## config.mk

```make
export PLATFORM = sky130hd
export DESIGN_NAME = theta_stage
export DESIGN_NICKNAME = d
export VERILOG_FILES = /design/src/rtl/keccak_pkg.sv /design/src/rtl/theta_column.sv /design/src/rtl/theta_stage.sv
export SDC_FILE = /design/constraint.sdc
export NUM_CORES = 1
export LEC_CHECK = 0
export BUFFER_PORTS_ARGS = -buffer_cell sky130_fd_sc_hd__buf_2
export CELL_PAD_IN_SITES_DETAIL_PLACEMENT = 1
export CELL_PAD_IN_SITES_GLOBAL_PLACEMENT = 1
export CORE_ASPECT_RATIO = 1.75
export CORE_UTILIZATION = 55
export DETAILED_ROUTE_END_ITERATION = 8
export PLACE_DENSITY = 0.79
export SLEW_MARGIN = 20
export SYNTH_ARGS = -nofsm -noshare
export SYNTH_HDL_FRONTEND = slang
export SYNTH_SLANG_ARGS = --single-unit
```

## constraint.sdc

```tcl
create_clock -name clk -period 6.6 [get_ports clk]
set_input_delay 1.32 -clock clk [delete_from_list [all_inputs] [get_ports clk]]
set_output_delay 1.32 -clock clk [all_outputs]
set_load 0.1 [all_outputs]
```

## src/rtl/keccak_pkg.sv

```systemverilog
// Shared constants, state encoding and lane indexing for the Keccak round stages.
// A memory page holds one 5x5 slice; lane (x,y) of the slice sits at bit idx(x,y).
package keccak_pkg;

    localparam int PAGES  = 64;
    localparam int PAGE_W = 6;
    localparam int WORD_W = 25;

    typedef enum logic [1:0] {
        ST_IDLE   = 2'd0,
        ST_PARITY = 2'd1,
        ST_APPLY  = 2'd2,
        ST_DONE   = 2'd3
    } theta_state_e;

    function automatic int unsigned idx(input int unsigned x, input int unsigned y);
        return 5 * y + x;
    endfunction

endpackage

```

## src/rtl/theta_column.sv

```systemverilog
// Column parity of one slice: col_parity[x] is the XOR of the five lanes in column x.
module theta_column
    import keccak_pkg::*;
(
    input  logic [24:0] word,
    output logic [4:0]  col_parity
);

    always_comb begin
        col_parity = '0;
        for (int x = 0; x < 5; x++) begin
            for (int y = 0; y < 5; y++) begin
                col_parity[x] = col_parity[x] ^ word[idx(x, y)];
            end
        end
    end

endmodule

```

## src/rtl/theta_stage.sv

```systemverilog
// In-place Keccak theta over the slice memory: a parity sweep fills a column-parity
// buffer, then a read-modify-write sweep XORs each slice with its D vector.
//
//   state  | meaning
//   -------+-------------------------------------------------------
//   IDLE   | memory port parked at page 0, waiting for start
//   PARITY | read page counter, store its column parity in the buffer
//   APPLY  | read page counter, write back rdata ^ D
//   DONE   | one-cycle done pulse, then back to IDLE
module theta_stage
    import keccak_pkg::*;
#(
    parameter int PAGES  = keccak_pkg::PAGES,
    parameter int PAGE_W = keccak_pkg::PAGE_W,
    parameter int WORD_W = keccak_pkg::WORD_W
) (
    input  logic              clk,
    input  logic              rst_n,
    input  logic              start,
    output logic              busy,
    output logic              done,
    output logic [PAGE_W-1:0] page,
    input  logic [WORD_W-1:0] mem_rdata,
    output logic [WORD_W-1:0] mem_wdata,
    output logic              mem_write
);

    theta_state_e      state_q, state_d;
    logic [PAGE_W-1:0] counter_q, counter_d;
    logic              last_page;

    logic [4:0]        col_parity;
    logic              buf_we;
    logic [4:0]        parity_buf_q [PAGES];
    logic [4:0]        c_cur, c_prev;
    logic [4:0]        d_vec;

    assign last_page = (counter_q == PAGE_W'(PAGES - 1));

    always_ff @(posedge clk or negedge rst_n) begin
        if (!rst_n) begin
            state_q   <= ST_IDLE;
            counter_q <= '0;
        end else begin
            state_q   <= state_d;
            counter_q <= counter_d;
        end
    end

    always_comb begin
        state_d   = state_q;
        counter_d = counter_q;
        case (state_q)
            ST_IDLE: begin
                counter_d = '0;
                if (start) state_d = ST_PARITY;
            end
            ST_PARITY: begin
                // counter wraps to 0 on the last page, ready for the APPLY sweep
                counter_d = counter_q + PAGE_W'(1);
                if (last_page) state_d = ST_APPLY;
            end
            ST_APPLY: begin
                counter_d = counter_q + PAGE_W'(1);
                if (last_page) state_d = ST_DONE;
            end
            ST_DONE: begin
                counter_d = '0;
                state_d   = ST_IDLE;
            end
            default: begin
                counter_d = '0;
                state_d   = ST_IDLE;
            end
        endcase
    end

    always_comb begin
        busy      = 1'b0;
        done      = 1'b0;
        mem_write = 1'b0;
        buf_we    = 1'b0;
        page      = '0;
        case (state_q)
            ST_PARITY: begin
                busy   = 1'b1;
                buf_we = 1'b1;
                page   = counter_q;
            end
            ST_APPLY: begin
                busy      = 1'b1;
                mem_write = 1'b1;
                page      = counter_q;
            end
            ST_DONE: done = 1'b1;
            default: ;
        endcase
    end

    theta_column u_theta_column (
        .word       (mem_rdata),
        .col_parity (col_parity)
    );

    // Every entry is written in PARITY before APPLY reads it, so no reset is needed.
    always_ff @(posedge clk) begin
        if (buf_we) parity_buf_q[counter_q] <= col_parity;
    end

    // Page 0 picks up the previous slice from entry PAGES-1 via the natural wrap.
    assign c_cur  = parity_buf_q[counter_q];
    assign c_prev = parity_buf_q[counter_q - PAGE_W'(1)];

    always_comb begin
        d_vec = '0;
        for (int x = 0; x < 5; x++) begin
            d_vec[x] = c_cur[(x + 4) % 5] ^ c_prev[(x + 1) % 5];
        end
    end

    always_comb begin
        mem_wdata = '0;
        if (state_q == ST_APPLY) begin
            for (int x = 0; x < 5; x++) begin
                for (int y = 0; y < 5; y++) begin
                    mem_wdata[idx(x, y)] = mem_rdata[idx(x, y)] ^ d_vec[x];
                end
            end
        end
    end

endmodule

```

-- Word level (Yosys, flattened, before mapping)
Memory sizes are Yosys's and may differ from the RTL's.
Index checks and enable logic that the tools add are counted.
- flip-flop bits (word level): 8
- bits in writable memories: 320
- input port bits: 28
- output and inout bits: 34
- word-level logic and storage cells: 79
- memories kept: 1
- memories (name ; words ; width ; rd ports ; clocked after memory_dff ; write ports ; RTL line ; RTL):
    parity_buf_q ; 64 ; 5 ; 2 ; 0 ; 1 ; theta_stage.sv:34 ; logic [4:0] parity_buf_q [PAGES];
- $add $sub $neg: 2
- equality and inequality tests: 7
- multiplexer cells: 13
- bitwise logic cells: 50
- reductions and logical operators: 4
- operators by type and width (operator ; number):
    $xor 1x1->1 ; 50
    $mux 25 ; 1
    $pmux 6 s2 ; 1
    $pmux 2 s4 ; 1
    $add 6x1->6 const B ; 1
    $eq 6x6->1 const B ; 1
    $mux 1 ; 6
    $mux 2 ; 3
    $mux 6 ; 1
    $ne 2x2->1 const B ; 3
    $sub 6x1->6 const B ; 1
    $eq 2x2->1 const B ; 2
    $reduce_or 2->1 ; 2
    $reduce_and 3->1 ; 1
    $eq 2x1->1 const B ; 1
    $logic_not 2->1 ; 1

-- Longest topological paths before layout
Gate-level depths: netlist of the first run.
An unclocked memory read counts as a cell.
- depth after elaboration: 5
- mapped depth: 14

-- Cells and area by module
From an unflattened synthesis of the first run, not the netlist that was laid out.
- cell total of the unflattened synthesis: 1375
- area total of the unflattened synthesis: 18024.8 sq um
- modules (own cells, without submodules) (module ; instances ; cells each ; area an instance (sq um) ; seq. area each (sq um)):
    theta_stage ; 1 ; 1360 ; 17824.6 ; 9809.4
    theta_column ; 1 ; 15 ; 200.2 ; 0.0

-- Least setup slack after synthesis of the first run
OpenSTA, ideal clock, no wires.
- kind: reg2out
- start: reg counter_q[1]
- end: out mem_wdata[12]
- arrival: 4.807 ns
- data required time: 5.280 ns
- setup slack: 0.473 ns
- stages on the path, launching flop included: 14
- buffers on the path: 5
- cells stage by stage: dfrtp_1 > buf_4 > buf_2 > clkinv_1 > clkbuf_1 > ha_1 > clkbuf_1 > buf_1 > mux4_2 > mux2_2 > a221oi_2 > o2bb2ai_4 > xnor3_1 > nor2b_1
- word-level cells in the longest chain between the ends: 5
- RTL lines (item ; RTL line ; RTL):
    start, declared ; theta_stage.sv:29 ; logic [PAGE_W-1:0] counter_q, counter_d;
    start signal, assigned ; theta_stage.sv:46 ; counter_q <= counter_d;
    $sub 6x1->6 ; theta_stage.sv:112 ; assign c_prev = parity_buf_q[counter_q - PAGE_W'(1)];
    $mem_v2 64x5 * ; - ;
    $xor 1x1->1 * ; theta_stage.sv:117 ; d_vec[x] = c_cur[(x + 4) % 5] ^ c_prev[(x + 1) % 5];
    $xor 1x1->1 * ; theta_stage.sv:126 ; mem_wdata[idx(x, y)] = mem_rdata[idx(x, y)] ^ d_vec[x];
    $mux 25 * ; theta_stage.sv:123 ; if (state_q == ST_APPLY) begin
    end, declared ; theta_stage.sv:24 ; output logic [WORD_W-1:0] mem_wdata,
Mark *: on every way between the ends. The rest lies on a longest branch, timed or not.

-- Worst setup path after layout of the first run
- start: reg counter_q[2]
- end: out mem_wdata[16]
Same word-level chain as after synthesis.

==> key figures, run 1 <==
Status
  – Status: finished clean

Pwr
  – Switching share of total power: 0.437
  – Sequential group share of total power: 0.235
  – Clock network power share: 0.163
  – Logic pwr share: 0.602
  – Worst VDD drop: 0.561 mV
  – Sw Pwr: 4.70 mW
  – Leakage: 6.36 nW
  – Internal power: 6.05 mW
  – Pwr Density: 562 mW/mm^2

STA
  – Fmax: 158 MHz
  – Skew final: 0.0134 ns
  – Final hold vios: 0
  – Worst-Margin Slew: 1.11 ns
  – Slack of the critical path: 0.264 ns
  – Setup violators final: 0
  – Setup_tns: 0 ns
  – RSZ-0062 raised after global routing: false
  – Relative slew slack: 0.256
  – Minimum clock period: 6.34 ns
  – WHS: 0.599 ns
  – Slew Viols, Final: 0
  – Tcrit/Tclk final: 0.960

Global routing
  – Total GRT Usage: 0.352
  – Pin count of the biggest net entering global routing: 81
  – Gr ovfl total: 0
  – First-pass GRT wire length: 79300 um
  – Initial antenna violation count: 1
  – Number of global-route vias before repair: 11700

Clock tree
  – CTS root buffer: clkbuf_16
  – Resized Gates After CTS: 0
  – Setup repair bufs after CTS: 0
  – TritonCTS clock tree: yes
  – CTS Buffer Depth: 3
  – TritonCTS Buffers: 29
  – Cts hold-fix bufs: 0
  – Worst-Skew Late Latency: 0.58 ns
  – Htree depth: 1
  – Clk slew on worst S/H paths: 0.07 ns
  – Clock sinks: 328

Synthesis
  – Post-synth top area cell: edfxtp_1
  – Share of the synthesized area in the top cell type: 0.561
  – Post-synth EDFFs: 320
  – Primary FF master, synth: edfxtp_1
  – Syn nets: 1094
  – Yosys warns: 0
  – Cells after Synth: 1059
  – Sequential-to-total area share from yosys stat: 0.573
  – #FFs+latches synth: 328
  – Most area-consuming cells after synthesis: edfxtp_1 56%, mux4_2 13%, mux2i_1 4.2%
  – Mapped cell area: 0.0171 sq mm
  – Ys async rst share: 0.0244
  – Syn avg cell area: 16.2 sq um
  – Synth cell types: 69

Drt
  – M1 WL: 18100 um
  – Residual DRC: 0
  – Met3 WL post-DR: 4490 um
  – Initial DRC Count: 1169
  – Max layer used: met4
  – First-pass detailed-route iteration total: 5
  – Final wirelength: 54300 um
  – WL/cell: 35.9 um
  – Via count: 11100
  – Met2 Wirelength: 27600 um
  – Routed Antenna Nets: 0
  – Vias/cell: 7.31

Setup path
  – Critical Path AT: 5.02 ns
  – Setup Crit Path Kind: reg2out
  – R2R cell count: 4
  – R2R Setup Slk: 2.81 ns
  – Crit path to: mem_wdata[16]
  – Critical Path, Cell by Cell: buf_12 > and2_1 > a22oi_1 > a22oi_1 > o22ai_1 > nor4_2 > xnor3_1 > nor2b_1 > buf_12
  – Critical Path Max Stage Delay: 0.92 ns
  – R2R Path End: parity_buf_q[54][2]$_DFFE_PP_
  – Worst setup EP type: primary output
  – Crit path max-delay cell type: and2_1
  – CP startpoint: counter_q[2]$_DFF_PN0_
  – Worst reg2reg startpoint: counter_q[2]$_DFF_PN0_
  – CP Launch Type: register
  – Worst-path fanout max: 60
  – Worst Path Required: 5.28 ns

Min path
  – Hold Path Class: in2async

Placement
  – IO buf count: 61
  – GPL Wtd Cong: 0.928
  – Dpl ws: 0.961 ns
  – Detailed placement HPWL: 37200 um

Final layout
  – Area growth, synth to finish: 11.8%
  – Layout cells sized above 1: 0.267
  – Commonest non-fill, non-tap cell in the layout: edfxtp_1
  – FF/Latch Area: 0.00982 sq mm
  – Commonest cells after routing, fill and taps aside: 320 x edfxtp_1, 101 x mux4_2, 72 x mux2i_1, 72 x nor2_1, 36 x buf_2
  – Nets: 1132
  – Multi-input gate area: 0.00691 sq mm
  – # diodes: 0
  – Fillers: 2723

Floorplanning
  – Initial core utilization: 0.557
  – Std cell rows: 85
  – Core box area: 0.0307 sq mm
  – Die outline width: 135 um
  – Die ar.: 0.0319 sq mm
  – Die Y: 235 um
  – # IOs: 62

Job
  – Max_cap viols: 0
-- area by class of cell --
type,instances,area share
Clock buffer,38,0.0397
Tap cell,391,0.0256
Timing Repair Buffer,88,0.0488
Inverter,10,0.00196
Multi-Input combinational cell,640,0.361
Sequential cell,328,0.513
Clock inverter,16,0.00981
-- critical path, delay by kind of cell, from the launching register on --
family | cells | cell delay [ns]
AOI/OAI and AO/OA | 3 | 0.89
xor gates and xnor gates | 1 | 0.32
buffers and inverters | 2 | 0.58
DFF | 1 | 0.66
and+or+nand+nor | 3 | 1.92
-- cells by family after synthesis --
| family | synth area share |
|---|---|
| multiplexers | 0.197 |
| AND/OR/NAND/NOR | 0.0613 |
| flip-flops | 0.573 |
| XOR/XNOR | 0.0473 |
| adder cells (fa/ha/maj) | 0.00512 |
| AO/OA/AOI/OAI | 0.0878 |
| buffers and inverters | 0.0281 |
-- Yosys cell counts, types with 10 or more instances --
library cell and count:
a221o_1 10, a221oi_1 29, a22o_1 10, a22oi_1 28
and2_1 15, buf_2 18, buf_6 11, clkbuf_1 36
edfxtp_1 320, mux2_2 34, mux2i_1 72, mux4_2 101
nand2_1 26, nand3_1 10, nor2_1 73, nor2b_1 36
o21ai_0 18, o22ai_1 15, xnor2_1 22, xnor3_1 25
-- sequential cells by signal (all words and copies together) (netlist names) --
name          flops
counter_q         6
parity_buf_q    320
state_q           2
-- how the worst min path moves through the flow --
| stage | start | to | slack [ns] |
|---|---|---|---|
| floorplan | state_q[1]$_DFFE_PN0P_ | state_q[1]$_DFFE_PN0P_ | 0.60 |
| global placement | state_q[1]$_DFFE_PN0P_ | state_q[1]$_DFFE_PN0P_ | 0.65 |
| detailed placement | state_q[1]$_DFFE_PN0P_ | state_q[1]$_DFFE_PN0P_ | 0.67 |
| CTS | rst_n | counter_q[4]$_DFF_PN0_ | 0.59 |
| global route | rst_n | counter_q[5]$_DFF_PN0_ | 0.61 |
| finish | rst_n | counter_q[5]$_DFF_PN0_ | 0.60 |
-- power by group through the flow --
| stage | clock [mW] | combinational (mW) | sequential, mW |
|---|---|---|---|
| finish | 1.75 | 6.47 | 2.53 |
| global route | 1.83 | 6.67 | 2.53 |
| CTS | 1.76 | 6.42 | 2.53 |
| detailed placement | 0 | 6.39 | 2.57 |
| global placement | 0 | 6.27 | 2.57 |
| floorplan | 0 | 4.52 | 2.54 |
-- through the flow --
| stage | total power, mW | util | std cells | cell area, sq um |
|---|---|---|---|---|
| floorplan | 7.06 | - | 1059 | 17100 |
| global placement | 8.84 | 0.591 | 1457 | 18200 |
| detailed placement | 8.96 | 0.592 | 1457 | 18200 |
| CTS | 10.7 | 0.622 | 1511 | 19100 |
| global route | 11.0 | 0.622 | 1511 | 19100 |
| finish | 10.7 | 0.622 | 1511 | 19100 |
-- routing by layer --
layer / GRT usage / up-vias
li1: - / 4397
met1: 0.415 / 5720
met2: 0.589 / 725
met3: 0.0528 / 208
met4: 0.241 / 0
met5: 0 / -
No activity file was read; power rests on OpenSTA's default activity.
==> inputs of run 2 (changes only) <==
Settings changed: CORE_MARGIN set to 8.
==> run 2 against run 1 <==
Effect of this change: power down 0.93%; worst hold slack worse by 0.017 ns; critical path type unchanged; final area down 0.30%; largest cell class unchanged; routed wire length down 0.37%.
==> key figures, run 2 (synthesis gave the netlist of run 1 again) <==
Setup path
  – Critical Path AT: 4.96 ns (-0.06 ns)
  – Worst reg2reg startpoint: counter_q[1]$_DFF_PN0_
  – Worst setup EP type: primary output
  – Critical path's most frequent cell: buf_4
  – Crit path max-delay cell type: nor4b_4
  – R2R Path End: parity_buf_q[46][2]$_DFFE_PP_
  – Critical Path Max Stage Delay: 0.65 ns (-0.27 ns)
  – R2R Setup Slk: 2.80 ns (about the same)
  – Critical Path, Cell by Cell: buf_4 > buf_4 > nor2b_1 > buf_4 > a32o_1 > o31ai_1 > o211ai_1 > nor4b_4 > xnor3_1 > nor2b_1 > buf_12
  – CP Launch Type: register
  – Worst-path fanout max: 44 (-27%)
  – Setup Crit Path Kind: reg2out
  – R2R cell count: 4 (unchanged)
  – Worst Path Required: 5.28 ns (about the same)

STA
  – Minimum clock period: 6.28 ns (-0.0573 ns)
  – Worst-Margin Slew: 1.12 ns (+0.0112 ns)
  – Slack of the critical path: 0.321 ns (+0.0573 ns)
  – Relative slew slack: 0.248 (-0.00752)
  – RSZ-0062 raised after global routing: false
  – Tcrit/Tclk final: 0.951 (-0.00868)
  – Final hold vios: 0 (unchanged)
  – Skew final: 0.0131 ns (-0.000249 ns)
  – Setup violators final: 0 (unchanged)
  – Slew Viols, Final: 0 (unchanged)
  – Setup_tns: 0 ns (unchanged)
  – Fmax: 159 MHz (+0.91%)

Final layout
  – Area growth, synth to finish: 11.4%
  – Largest Register: parity_buf_q
  – # diodes: 0 (unchanged)
  – Nets: 1135 (+0.27%)
  – Layout cells sized above 1: 0.265 (-0.00155)
  – Commonest non-fill, non-tap cell in the layout: edfxtp_1
  – Largest regs: parity_buf_q x320, counter_q x6, state_q x2
  – Commonest cells after routing, fill and taps aside: 320 x edfxtp_1, 101 x mux4_2, 72 x mux2i_1, 72 x nor2_1, 36 x buf_2
  – Max reg flops: 320 (unchanged)
  – Fillers: 2685 (-1.4%)

Clock tree
  – CTS root buffer: clkbuf_16
  – Cts hold-fix bufs: 0 (unchanged)
  – Setup repair bufs after CTS: 0 (unchanged)
  – Clock sinks: 328 (unchanged)
  – Resized Gates After CTS: 0 (unchanged)
  – TritonCTS Buffers: 28 (-3.4%)
  – TritonCTS clock tree: yes
  – Htree depth: 1 (unchanged)
  – Clk slew on worst S/H paths: 0.07 ns (about the same)
  – CTS Buffer Depth: 3 (unchanged)
  – Worst-Skew Late Latency: 0.59 ns (about the same)

Min path
  – Hold Path Class: in2async

Global routing
  – Initial antenna violation count: 0 (-1)
  – Number of global-route vias before repair: 11600 (-0.094%)
  – Total GRT Usage: 0.292 (-0.0602)
  – Gr ovfl total: 0 (unchanged)
  – Pin count of the biggest net entering global routing: 68 (-16%)
  – First-pass GRT wire length: 78700 um (-0.69%)

Drt
  – Final wirelength: 54100 um (-0.37%)
  – Via count: 10900 (-1.4%)
  – Initial DRC Count: 1241 (+6.2%)
  – Vias/cell: 7.22 (-1.3%)
  – First-pass detailed-route iteration total: 5 (unchanged)
  – Routed Antenna Nets: 0 (unchanged)
  – WL/cell: 35.8 um (-0.31%)
  – Residual DRC: 0 (unchanged)

Floorplanning
  – # IOs: 62 (unchanged)
  – Core box area: 0.0307 sq mm (unchanged)
  – Initial core utilization: 0.557 (unchanged)
  – Std cell rows: 85 (unchanged)
  – Die ar.: 0.0372 sq mm (+17%)
  – Die Y: 249 um (+5.9%)
  – Die outline width: 149 um (+10%)

Pwr
  – Pwr Density: 558 mW/mm^2 (-0.63%)
  – Leakage: 6.34 nW (-0.21%)
  – Worst VDD drop: 0.695 mV (+24%)

Placement
  – Dpl ws: 0.798 ns (-0.163 ns)
  – Detailed placement HPWL: 37600 um (+1.0%)
  – GPL Wtd Cong: 0.923 (-0.56%)
  – IO buf count: 61 (unchanged)

Status
  – Status: finished clean

Job
  – Max_cap viols: 0 (unchanged)
## run 2: changes by cell type in the layout (fill, tap and decap cells not counted), sizes merged
| cell | before | now |
|---|---|---|
| bufinv | 4 | 2 |
| clkbuf | 38 | 35 |
| inv | 10 | 8 |
| buf | 88 | 92 |
| clkinv | 11 | 13 |
## run 2: how the worst max path moves through the flow
stage	endpoint	from	depth (start not counted)	slack (ns)
2_1_floorplan	mem_wdata[12]	counter_q[1]$_DFF_PN0_	13	0.47
3_3_place_gp	mem_wdata[5]	counter_q[2]$_DFF_PN0_	11	0.92
3_5_place_dp	mem_wdata[5]	counter_q[2]$_DFF_PN0_	11	0.80
4_1_cts	mem_wdata[5]	counter_q[2]$_DFF_PN0_	11	0.13
5_1_grt	mem_wdata[5]	counter_q[2]$_DFF_PN0_	11	0.21
6_report	mem_wdata[5]	counter_q[2]$_DFF_PN0_	11	0.32
## run 2: final cells by class
cell class / count / area, sq um / share of cell area
Clock buffer: 35 / 748 / 0.0392
Timing Repair Buffer: 92 / 951 / 0.0499
Inverter: 10 / 37.5 / 0.00197
Clock inverter: 14 / 115 / 0.00603
Sequential cell: 328 / 9820 / 0.515
Multi-Input combinational cell: 640 / 6920 / 0.363
Tap cell: 391 / 489 / 0.0256
## run 2: where the power goes
| group | switching (mW) | internal [mW] | leakage [nW] |
|---|---|---|---|
| combinational | 3.86 | 2.62 | 2.94 |
| clock | 0.749 | 0.876 | 0.422 |
| sequential | 0.0663 | 2.47 | 2.98 |
## run 2: per-layer routing
layer | GRT usage | share of wire | routed length (um) | vias to the layer above
li1 | - | - | - | 4404
met2 | 0.486 | 0.50 | 27200 | 666
met1 | 0.325 | 0.33 | 18100 | 5613
met4 | 0.213 | 0.080 | 4310 | 0
met3 | 0.0585 | 0.082 | 4450 | 213
met5 | 0 | 0 | 0 | -
## run 2: critical path, delay by kind of cell, from the launching register on
family                 cells  cell delay [ns]
AND/OR/NAND/NOR            3             0.97
AO/OA/AOI/OAI              3             1.14
buffers and inverters      4             1.51
flip-flops                 1             0.37
XOR/XNOR                   1             0.32
## run 2: metrics by stage
stage | instance area, sq um | hold slack [ns] | total power, mW | util | std cells
3_3_place_gp | 18200 | 0.630 | 8.85 | 0.592 | 1461
4_1_cts | 19100 | 0.579 | 10.6 | 0.620 | 1510
5_1_grt | 19100 | 0.581 | 10.9 | 0.621 | 1510
2_1_floorplan | 17100 | 0.595 | 7.06 | - | 1059
6_report | 19100 | 0.583 | 10.6 | 0.621 | 1510
3_5_place_dp | 18200 | 0.650 | 8.98 | 0.592 | 1461
